`src/rtl/gcd_engine.sv`:
```
// Iterative subtraction-based Euclid GCD unit with a one-cycle done pulse and coprime flag.
// Optional CALC-cycle counter enabled by defining GCD_CYCLE_COUNT_EN.
module gcd_engine #(
  parameter int unsigned W     = 16
`ifdef GCD_CYCLE_COUNT_EN
  ,
  parameter int unsigned CNT_W = 32
`endif
) (
  input  logic             CLK,
  input  logic             reset,
  input  logic             start,
  input  logic [W-1:0]     a_in,
  input  logic [W-1:0]     b_in,
  output logic             busy,
  output logic             done,
  output logic [W-1:0]     gcd_out,
  output logic             coprime
`ifdef GCD_CYCLE_COUNT_EN
  ,
  output logic [CNT_W-1:0] cycle_count
`endif
);

  typedef enum logic [1:0] {
    S_IDLE = 2'd0,
    S_CALC = 2'd1,
    S_DONE = 2'd2
  } state_t;

  state_t       state, state_next;
  logic [W-1:0] a_q, b_q, a_next, b_next;
  logic [W-1:0] result;
  logic         fin;

`ifdef GCD_CYCLE_COUNT_EN
  localparam logic [CNT_W-1:0] CNT_MAX = {CNT_W{1'b1}};
  logic [CNT_W-1:0] cnt_q, cnt_next;
`endif

  // Next-state and datapath step: one Euclid subtraction per CALC edge.
  always_comb begin
    state_next = state;
    a_next     = a_q;
    b_next     = b_q;
    result     = '0;
    fin        = 1'b0;
`ifdef GCD_CYCLE_COUNT_EN
    cnt_next   = cnt_q;
`endif
    case (state)
      S_IDLE: begin
        if (start) begin
          a_next     = a_in;
          b_next     = b_in;
          state_next = S_CALC;
`ifdef GCD_CYCLE_COUNT_EN
          cnt_next   = '0;
`endif
        end
      end
      S_CALC: begin
`ifdef GCD_CYCLE_COUNT_EN
        cnt_next = (cnt_q == CNT_MAX) ? cnt_q : cnt_q + CNT_W'(1);
`endif
        if (a_q == '0) begin
          result     = b_q;
          fin        = 1'b1;
          state_next = S_DONE;
        end else if (b_q == '0) begin
          result     = a_q;
          fin        = 1'b1;
          state_next = S_DONE;
        end else if (a_q > b_q) begin
          a_next = a_q - b_q;
        end else begin
          b_next = b_q - a_q;
        end
      end
      S_DONE:  state_next = S_IDLE;
      default: state_next = S_IDLE;
    endcase
  end

  // State, operands and registered outputs; reset aborts any operation.
  always_ff @(posedge CLK) begin
    if (reset) begin
      state       <= S_IDLE;
      a_q         <= '0;
      b_q         <= '0;
      busy        <= 1'b0;
      done        <= 1'b0;
      gcd_out     <= '0;
      coprime     <= 1'b0;
`ifdef GCD_CYCLE_COUNT_EN
      cnt_q       <= '0;
      cycle_count <= '0;
`endif
    end else begin
      state <= state_next;
      a_q   <= a_next;
      b_q   <= b_next;
      busy  <= (state_next != S_IDLE);
      done  <= (state_next == S_DONE);
`ifdef GCD_CYCLE_COUNT_EN
      cnt_q <= cnt_next;
`endif
      if (fin) begin
        gcd_out     <= result;
        coprime     <= (result == W'(1));
`ifdef GCD_CYCLE_COUNT_EN
        cycle_count <= cnt_next;
`endif
      end
    end
  end

endmodule

```
`config.mk`:
```
export PLATFORM = sky130hd
export DESIGN_NAME = gcd_engine
export DESIGN_NICKNAME = d
export VERILOG_FILES = /design/src/rtl/gcd_engine.sv
export SDC_FILE = /design/constraint.sdc
export NUM_CORES = 1
export LEC_CHECK = 0
export BUFFER_PORTS_ARGS = -buffer_cell sky130_fd_sc_hd__buf_2
export CAP_MARGIN = 20
export CORE_ASPECT_RATIO = 0.8
export CORE_UTILIZATION = 35
export CTS_CLUSTER_DIAMETER = 100
export DETAILED_ROUTE_END_ITERATION = 16
export PLACE_DENSITY = 0.64
export SLEW_MARGIN = 20
export SYNTH_ARGS = -nofsm -noshare
export SYNTH_HDL_FRONTEND = slang
export SYNTH_SLANG_ARGS = --single-unit
```
`constraint.sdc`:
```
create_clock -name CLK -period 3.1 [get_ports CLK]
set_input_delay 0.31 -clock CLK [delete_from_list [all_inputs] [get_ports CLK]]
set_output_delay 0.31 -clock CLK [all_outputs]
set_load 0.1 [all_outputs]
```
==> flow_summary.ini, run 1 <==
[status]
status = finished, final reports clean

[clock_network]
cts_buffers = 5
cts_tree = built
clk_latency_ns = 0.30
cts_root_buffer = clkbuf_16
clkTransAtPathRegs_ns = 0.08
cts_setup_buffers = 0
clk_path_buf_depth = 2
cts_sinks = 53
htree_levels = 2

[timing]
slew_headroom_pct = 37.0
finalHoldViolations = 0
setup_viol = 0
timing.final.crit_share_pct = 96.0
tightest_slew_ns = 0.945
maxSlewViolCount = 0
min_period_ns = 2.98
fin_hold_ws_ns = 0.278
fmax_mhz = 336
rsz0062_at_grt = yes
fin_skew_ns = 0.0129

[die]
die_h_um = 97.8
dieArea_um2 = 11900
num_rows = 34
initial_core_util_pct = 36.4
core_area_um2 = 11000
die_width_um = 122
pin_count = 54

[placed_design]
port_buffers = 53
hpwl_um = 9440
gp_congestion = 0.922
dpl_cell_area_um2 = 4530
place_inst = 706

[layout]
final_core_util_pct = 42.6
finalNonFillerCells = 714
syn_to_final_growth_pct = 16.8
fillers = 1151
nets = 637
ff_latch_area_um2 = 1060
antennaDiodeCount = 0
final_area_um2 = 4690
drive_above_1_share_pct = 19.3
multi_input_area_um2 = 2680

[pwr]
power_density_nw_per_um2 = 1090
peakVddDrop_v = 0.000346
p_total_uw = 5120
p_leak_uw = 0.00196

[yosys]
synth_top_area_share_pct = 26.4
synth_common_cells = nor2_1, a21oi_1, dfxtp_1
synth_area_um2 = 4010
yosysSeqAreaShare_pct = 26.4
synth.area.top_cells = dfxtp_1, ha_1, a211oi_1, a21oi_1, nor2_1
synthCells = 518
avgSynthCellArea_um2 = 7.75
ys_ff_latch = 53
yosysWarnings = 0
synth_edf_count = 0
async_flop_share_pct = 0
synthFlopType = dfxtp_1
yosysMostFrequentCell = nor2_1
synthDistinctLibCells = 55
synth_fp_nets = 586
synth_top_cell_by_area = dfxtp_1

[global_route]
gr-total-overflow = 0
antenna_found_initial = 0
grt_util_all_layers_pct = 21.4
first_global_vias = 3710
grt_max_degree = 46
grt_pass1_wl_um = 20000

[critical_path]
crit_family = compound AO/OA/AOI/OAI gates
r2r-end = b_q[0]$_SDFFE_PP0P_
critPathLaunchType = register
critPathLaunch = a_q[2]$_SDFFE_PP0P_
cp.arrival_ns = 3.12
path_cells = inv_1 -> ha_1 -> nor2b_4 -> o31a_1 -> o41a_1 -> a221o_1 -> a211oi_4 -> buf_4 -> mux2i_1 -> nor2_1
critPathRequiredTime_ns = 3.24
path_max_fanout = 15
crit_path_max_incr_delay_ns = 0.43
cp_num_buf_inv = 2
worst_r2r_startpoint = a_q[2]$_SDFFE_PP0P_
r2r_slack_ns = 0.12
slowest_stage = o41a_1
worstRegToRegCells = 10
end_kind = register
crit_type = reg -> reg

[route]
dr.pass1.iters = 5
avgViaCountPerCell = 5.45
vias = 3890
drt-total-wl_um = 12200
drt-initial-drc-count = 332
ant_nets = 0
wl_per_cell_um = 17.1
drc = 0

[hold_path]
min_to = a_q[6]$_SDFFE_PP0P_
whs_path_depth = 3
hold_path_startpoint = a_in[6]
hold_class = in -> reg

[run]
max_cap_violations = 0
metrics by stage:
step	setup slack, ns	setup TNS, ns
floorplan	0.283	0
global placement	0.211	0
detailed placement	0.135	0
CTS	0.126	0
global route	-0.0363	-0.0938
finish	0.124	0
timing repair:
item                                   in CTS  in global routing
gates resized for setup                     0                  1
endpoints found under the hold margin       0                  0
hold buffers                                0                  0
setup endpoints to repair                   0                  4
registers in the layout, indices dropped and copies added, names as in the netlist:
signal	cells
state	2
a_q	16
done	1
b_q	16
busy	1
coprime	1
gcd_out	16
layout by cell type (no fill, tap or decap), types with 7 or more instances in the layout:
cell | synthesis | routed
nor2_1 | 60 | 59
a21oi_1 | 58 | 58
dfxtp_1 | 53 | 53
buf_2 | 4 | 53
a211oi_1 | 40 | 40
inv_1 | 37 | 37
nand2_1 | 31 | 31
ha_1 | 31 | 31
buf_4 | 3 | 25
nor3_1 | 13 | 13
o21ai_0 | 13 | 13
xnor2_1 | 12 | 12
a21o_1 | 11 | 11
nor2b_1 | 11 | 11
and2_1 | 7 | 7
nand3_1 | 7 | 7
xor2_1 | 7 | 7
a311oi_2 | 7 | 7
per-layer routing:
metal  share of wire, %  wire length [um]  vias up  global-route usage, %
met5                  0                 0        -                      0
met3                4.1               502       11                   3.10
met4               0.92               112        0                   3.32
li1                   -                 -     1949                      -
met2                 42              5150       90                   32.0
met1                 53              6480     1840                   32.6
worst reg2reg max path: stages (launching register included):
cell and delay, ns:
dfxtp_1 0.38, inv_1 0.08, ha_1 0.30, nor2b_4 0.14, o31a_1 0.28, o41a_1 0.43
a221o_1 0.41, a211oi_4 0.26, buf_4 0.26, mux2i_1 0.22, nor2_1 0.06
final cells by class:
| class | count | share of cell area, % |
|---|---|---|
| Multi-Input combinational cell | 393 | 57.2 |
| Sequential cell | 53 | 22.6 |
| Timing Repair Buffer | 79 | 10.1 |
| Tap cell | 144 | 3.84 |
| Inverter | 37 | 2.96 |
| Clock buffer | 5 | 2.67 |
| Clock inverter | 3 | 0.560 |
where the power goes:
part / internal [uW] / leakage [uW] / switching, uW / total, uW
Clock: 306 / 0.0000680 / 277 / 582
Sequential: 840 / 0.000435 / 217 / 1060
Combinational: 1400 / 0.00146 / 2090 / 3490
Total: 2540 / 0.00196 / 2580 / 5120
kinds of logic (layout without fill, tap and decap cells):
| group | count (synthesis) | in the layout | share of synthesized area [%] |
|---|---|---|---|
| AND/OR/NAND/NOR | 164 | 164 | 19.8 |
| multiplexers | 5 | 5 | 1.25 |
| flip-flops | 53 | 53 | 26.4 |
| adder cells (fa/ha/maj) | 33 | 33 | 10.7 |
| buffers and inverters | 72 | 124 | 7.14 |
| XOR/XNOR | 19 | 19 | 4.15 |
| AO/OA/AOI/OAI | 172 | 172 | 30.5 |
worst max-delay path by stage:
stage                            to  depth (start not counted)
2_1_floorplan  a_q[14]$_SDFFE_PP0P_                         11
3_3_place_gp    b_q[0]$_SDFFE_PP0P_                         10
3_5_place_dp    b_q[0]$_SDFFE_PP0P_                         10
4_1_cts         b_q[0]$_SDFFE_PP0P_                         10
5_1_grt         b_q[2]$_SDFFE_PP0P_                         10
6_report        b_q[0]$_SDFFE_PP0P_                         10
Note: power is estimated with default switching activity, not from simulation.
==> run 2, diff against run 1 <==
--- a/config.mk
+++ b/config.mk
@@ -5,6 +5,7 @@
 export SDC_FILE = /design/constraint.sdc
 export NUM_CORES = 1
 export LEC_CHECK = 0
+export ABC_AREA = 1
 export BUFFER_PORTS_ARGS = -buffer_cell sky130_fd_sc_hd__buf_2
 export CAP_MARGIN = 20
 export CORE_ASPECT_RATIO = 0.8
==> run 2 against run 1 <==
Design area grew 2.9%. Hold slack better by 0.029 ns. Non-clock buffer count decreased by 20. First-iteration DRC count grew 48%. Register-to-register slack improved by 0.42 ns. Power down 12%. Wire length increased by 13%.
==> flow_summary.ini, run 2 <==
[global_route]
grt_util_all_layers_pct = 22.1
grt_max_degree = 34
gr-total-overflow = 0
first_global_vias = 4266
antenna_found_initial = 0
grt_pass1_wl_um = 21900

[layout]
reg_top3 = a_q (16), b_q (16), gcd_out (16)
fillers = 1288
ff_latch_area_um2 = 1060
multi_input_area_um2 = 2810
nets = 814
layout_commonest_cell = nand2_1
antennaDiodeCount = 0
drive_above_1_share_pct = 14.7
layout_common_cells = nand2_1, nor2_1, inv_1, a21oi_1, o21ai_0
syn_to_final_growth_pct = 11.4

[yosys]
synth.area.top_cells = dfxtp_1, nand2_1, ha_1, nor2_1, a21oi_1
synth_fp_nets = 773
avgSynthCellArea_um2 = 6.14
yosysWarnings = 0
yosysSeqAreaShare_pct = 24.5
synthFlopType = dfxtp_1
synth_edf_count = 0
synth_area_um2 = 4330
ys_ff_latch = 53
synth_common_cells = nand2_1, nor2_1, inv_1
synthDistinctLibCells = 40
yosysMostFrequentCell = nand2_1
synthCells = 705
synth_top_area_share_pct = 24.5
synth_top_cell_by_area = dfxtp_1
async_flop_share_pct = 0

[clock_network]
cts_buffers = 5
cts_root_buffer = clkbuf_16
cts_setup_buffers = 0
cts_tree = built
cts_sinks = 53
htree_levels = 2
clk_path_buf_depth = 2
ctsHoldBuffers = 0
clk_latency_ns = 0.31
clkTransAtPathRegs_ns = 0.08
cts_resized = 0

[critical_path]
worstRegToRegCells = 12
path_max_fanout = 12
critPathLaunch = a_q[0]$_SDFFE_PP0P_
end_kind = register
slowest_stage = fa_1
crit_family = compound AO/OA/AOI/OAI gates
r2r_slack_ns = 0.54
cp_num_buf_inv = 1
crit_path_max_incr_delay_ns = 0.46
worst_r2r_startpoint = a_q[0]$_SDFFE_PP0P_
cp.depth = 12
r2r-end = a_q[1]$_SDFFE_PP0P_
path_cells = inv_1 -> ha_1 -> fa_1 -> o21ai_2 -> nand2_1 -> nand2_1 -> nand2_1 -> nand2_2 -> nand2_4 -> a21oi_4 -> nand2_1 -> a21oi_2
cp.arrival_ns = 2.80
critPathLaunchType = register
crit_type = reg -> reg
crit_top_cell = nand2_1
endpoint = a_q[1]$_SDFFE_PP0P_
critPathRequiredTime_ns = 3.34

[die]
pin_count = 54
die_h_um = 101
die_width_um = 126
dieArea_um2 = 12800
initial_core_util_pct = 36.7
core_area_um2 = 11800
num_rows = 35

[pwr]
p_leak_uw = 0.00240
power_density_nw_per_um2 = 938
comb_power_share_pct = 65.3
clkPwrFrac_pct = 13.5
internal-power_uw = 2030
p_seq_share_pct = 21.2
p_sw_uw = 2490
peakVddDrop_v = 0.000349
netSwitchingFraction_pct = 55.1

[timing]
fmax_mhz = 391
tns_ns = 0
timing.final.crit_share_pct = 82.5
tightest_slew_ns = 1.06
setup_viol = 0
min_period_ns = 2.56
fin_hold_ws_ns = 0.307
slew_headroom_pct = 28.6
finalHoldViolations = 0
rsz0062_at_grt = no
fin_skew_ns = 0.0135
maxSlewViolCount = 0

[route]
dr.pass1.iters = 4
drt-total-wl_um = 13800
wl_per_cell_um = 15.4
vias = 4523
ant_nets = 0
drt-initial-drc-count = 491
avgViaCountPerCell = 5.05
drc = 0

[placed_design]
hpwl_um = 10500
gp_congestion = 0.938
port_buffers = 53

[hold_path]
hold_class = in -> reg

[status]
status = finished, final reports clean

[run]
max_cap_violations = 0
## run 2: cell count changes in the layout (fill, tap and decap cells not counted), moves of 11 or more
cell      delta
nor3_1      -12
nor2b_1     -11
a211oi_1    -39
o21ai_0     +42
xnor2_1     -12
inv_1       +38
nand2_2     +14
nand2_1    +156
buf_4       -19
nor2_1      +44
nand3_1     +34
## run 2: power groups by stage
stage	clock network, uW	registers, uW	logic, uW
after floorplan	0	993	2170
after global placement	0	968	2870
after detailed placement	0	972	2870
after CTS	612	956	2900
after global routing	637	976	3290
final	609	958	2960
## run 2: cell type report
class | instances | area share, %
Tap cell | 148 | 3.84
Sequential cell | 53 | 22.0
Inverter | 80 | 6.33
Clock buffer | 5 | 2.59
Clock inverter | 3 | 0.545
Multi-Input combinational cell | 547 | 58.3
Timing Repair Buffer | 59 | 6.43
## run 2: kinds of logic (layout without fill, tap and decap cells)
logic type                 after synthesis  after routing  share of synthesized area [%]
AOI/OAI and AO/OA                      154            154                           20.0
DFF                                     53             53                           24.5
buffers and inverters                  105            147                           10.5
adders and majority gates               33             33                           9.88
and+or+nand+nor                        360            360                           35.1
## run 2: per-layer routing
metal	routed length, um	vias to the layer above	GRT usage, %
met3	1030	20	3.59
li1	-	2331	-
met4	235	0	5.65
met5	0	-	0
met2	5730	156	34.8
met1	6790	2016	31.4
## run 2: worst reg2reg max path, stage by stage, from the launching register on
cell and delay, ns:
dfxtp_1 0.38, inv_1 0.08, ha_1 0.23, fa_1 0.46
o21ai_2 0.24, nand2_1 0.10, nand2_1 0.10, nand2_1 0.06
nand2_2 0.07, nand2_4 0.08, a21oi_4 0.40, nand2_1 0.13
a21oi_2 0.16
## run 2: worst min path at each step
stage          depth (start not counted)                      end                     from
2_1_floorplan                          2      b_q[6]$_SDFFE_PP0P_      b_q[6]$_SDFFE_PP0P_
3_3_place_gp                           2  gcd_out[9]$_SDFFE_PP0P_  gcd_out[9]$_SDFFE_PP0P_
3_5_place_dp                           2  gcd_out[9]$_SDFFE_PP0P_  gcd_out[9]$_SDFFE_PP0P_
4_1_cts                                5     b_q[11]$_SDFFE_PP0P_                 b_in[11]
5_1_grt                                5     b_q[11]$_SDFFE_PP0P_                 b_in[11]
6_report                               5     b_q[15]$_SDFFE_PP0P_                 b_in[15]
## run 2: metrics by stage
step                std cells  area (um^2)  worst slack [ns]  util, %  power (uW)
floorplan                 705         4330             0.975        -        3160
global placement          887         4670             0.619     39.7        3830
detailed placement        887         4670             0.598     39.7        3840
CTS                       895         4820             0.552     41.0        4460
global route              895         4820             0.363     41.0        4900
finish                    895         4820             0.543     41.0        4520
==> run 3, diff against run 2 <==
--- a/config.mk
+++ b/config.mk
@@ -5,7 +5,7 @@
 export SDC_FILE = /design/constraint.sdc
 export NUM_CORES = 1
 export LEC_CHECK = 0
-export ABC_AREA = 1
+export ABC_AREA = 0
 export BUFFER_PORTS_ARGS = -buffer_cell sky130_fd_sc_hd__buf_2
 export CAP_MARGIN = 20
 export CORE_ASPECT_RATIO = 0.8
==> constraint.sdc (replaced) <==
create_clock -name CLK -period 2.5 [get_ports CLK]
set_input_delay 0.25 -clock CLK [delete_from_list [all_inputs] [get_ports CLK]]
set_output_delay 0.25 -clock CLK [all_outputs]
set_load 0.1 [all_outputs]
==> run 3 against run 2 <==
The run now ends with negative setup slack left. Critical endpoint is now b_q[10]$_SDFFE_PP0P_. Largest cell class unchanged. Register-to-register slack got worse by 0.77 ns. Clock-buffer cell count rose by 1. Wire length rose by 0.83%. Clock power rose by 21%. Final cell count fell by 11%.
==> flow_summary.ini, run 3 (synthesis results as in run 1) <==
[status]
status = complete, but fails checks
violations = negative setup slack

[layout]
drive_above_1_share_pct = 36.0
layout_commonest_cell = buf_4
fillers = 1067
layout_common_cells = buf_4, a21oi_1, buf_2, nor2_1, dfxtp_1
reg_top3 = a_q (16), b_q (16), gcd_out (16)
antennaDiodeCount = 0
final_area_um2 = 5560
syn_to_final_growth_pct = 38.6
nets = 720
final_core_util_pct = 50.5

[clock_network]
ctsHoldBuffers = 0
clk_latency_ns = 0.30
cts_sinks = 53
cts_tree = built
cts_root_buffer = clkbuf_16
htree_levels = 2
cts_buffers = 5
clkTransAtPathRegs_ns = 0.08
clk_path_buf_depth = 2

[pwr]
p_total_uw = 7600
p_leak_uw = 0.00242
netSwitchingFraction_pct = 47.7
internal-power_uw = 3970
power_density_nw_per_um2 = 1370
p_seq_share_pct = 16.1
clkPwrFrac_pct = 9.7
comb_power_share_pct = 74.3
peakVddDrop_v = 0.000520
p_sw_uw = 3630

[placed_design]
dpl_cell_area_um2 = 5130
port_buffers = 53
hpwl_um = 10300
gp_congestion = 0.906

[route]
drt-total-wl_um = 13900
drc = 0
wl_per_cell_um = 17.4
dr.pass1.iters = 6
ant_nets = 0
vias = 4365
drt-initial-drc-count = 552
avgViaCountPerCell = 5.48

[global_route]
grt_util_all_layers_pct = 23.6
first_global_vias = 4194
antenna_found_initial = 0
grt_max_degree = 46
gr-total-overflow = 0
grt_pass1_wl_um = 21900

[critical_path]
path_max_fanout = 6
critPathLaunchType = register
crit_type = reg -> reg
critPathRequiredTime_ns = 2.72
cp.arrival_ns = 2.95
end_kind = register

[timing]
timing.final.crit_share_pct = 109
setup_ws_ns = -0.228
tns_ns = -4.53
slew_headroom_pct = 65.6
min_period_ns = 2.73
fin_skew_ns = 0.00951
fmax_mhz = 367
rsz0062_at_grt = yes
finalHoldViolations = 0
tightest_slew_ns = 0.510
setup_viol = 32
maxSlewViolCount = 0
fin_hold_ws_ns = 0.215

[die]
num_rows = 34
dieArea_um2 = 11900
die_width_um = 122
pin_count = 54
initial_core_util_pct = 36.4
core_area_um2 = 11000
die_h_um = 97.8

[hold_path]
hold_class = in -> reg

[run]
max_cap_violations = 0
[run 3: changes by cell type in the layout (fill, tap and decap cells not counted), sizes merged, moves of 12 or more]
cell | previous run | this run
nand3 | 41 | 7
a21oi | 75 | 58
xnor2 | 0 | 12
a211oi | 2 | 46
nor3 | 1 | 13
nor2 | 108 | 60
nor2b | 0 | 12
o21ai | 68 | 13
inv | 80 | 38
buf | 59 | 160
nand2 | 205 | 31
[run 3: timing repair]
action | in CTS | in global routing
pin swaps | 3 | 8
setup endpoints to repair | 48 | 48
cloned | 3 | 2
resized for setup | 18 | 24
setup buffers | 6 | 4
[run 3: path summary, 6_finish.rpt]
kind / slack (ns) / depth (start not counted) / start / to
worst max-delay path: -0.23 / 13 / a_q[0]$_SDFFE_PP0P_ / b_q[10]$_SDFFE_PP0P_
worst min-delay path: 0.21 / 3 / a_in[6] / a_q[6]$_SDFFE_PP0P_
worst max register to register: -0.23 / 13 / a_q[0]$_SDFFE_PP0P_ / b_q[10]$_SDFFE_PP0P_
worst min register to register: 0.50 / 2 / gcd_out[2]$_SDFFE_PP0P_ / gcd_out[2]$_SDFFE_PP0P_
[run 3: worst max-delay path: stages (launching register included)]
cell      delay [ns]
dfxtp_2         0.33
inv_2           0.06
ha_4            0.13
fa_2            0.22
nor2b_4         0.05
o31a_1          0.29
o41a_1          0.35
a221o_1         0.40
a211oi_4        0.23
buf_6           0.15
buf_8           0.12
buf_6           0.11
nor2_2          0.04
a211oi_2        0.15
[run 3: power groups by stage]
stage | registers, uW | clock network, uW | logic, uW
finish | 1220 | 735 | 5650
global route | 1240 | 781 | 6110
CTS | 1220 | 742 | 5330
detailed placement | 1230 | 0 | 5130
global placement | 1220 | 0 | 5060
floorplan | 1430 | 0 | 3080
[run 3: area by class of cell]
type / instances / area [um^2] / area share (%)
Clock inverter: 2 / 13.8 / 0.247
Sequential cell: 53 / 1070 / 19.3
Timing Repair Buffer: 162 / 1180 / 21.3
Inverter: 37 / 139 / 2.50
Multi-Input combinational cell: 393 / 2850 / 51.1
Tap cell: 144 / 180 / 3.24
Clock buffer: 6 / 129 / 2.32
[run 3: per-layer routing]
layer / routed length (um) / vias to the layer above / global-route usage, %
met5: 0 / - / 0
met4: 176 / 0 / 4.08
met3: 1110 / 19 / 4.15
met2: 5860 / 167 / 35.6
met1: 6740 / 2056 / 35.1
li1: - / 2123 / -
[run 3: per-stage QoR]
step           std cells  setup slack (ns)
3_5_place_dp         776            -0.273
2_1_floorplan        518            -0.192
6_report             797            -0.228
3_3_place_gp         776            -0.171
5_1_grt              797            -0.316
4_1_cts              793            -0.221
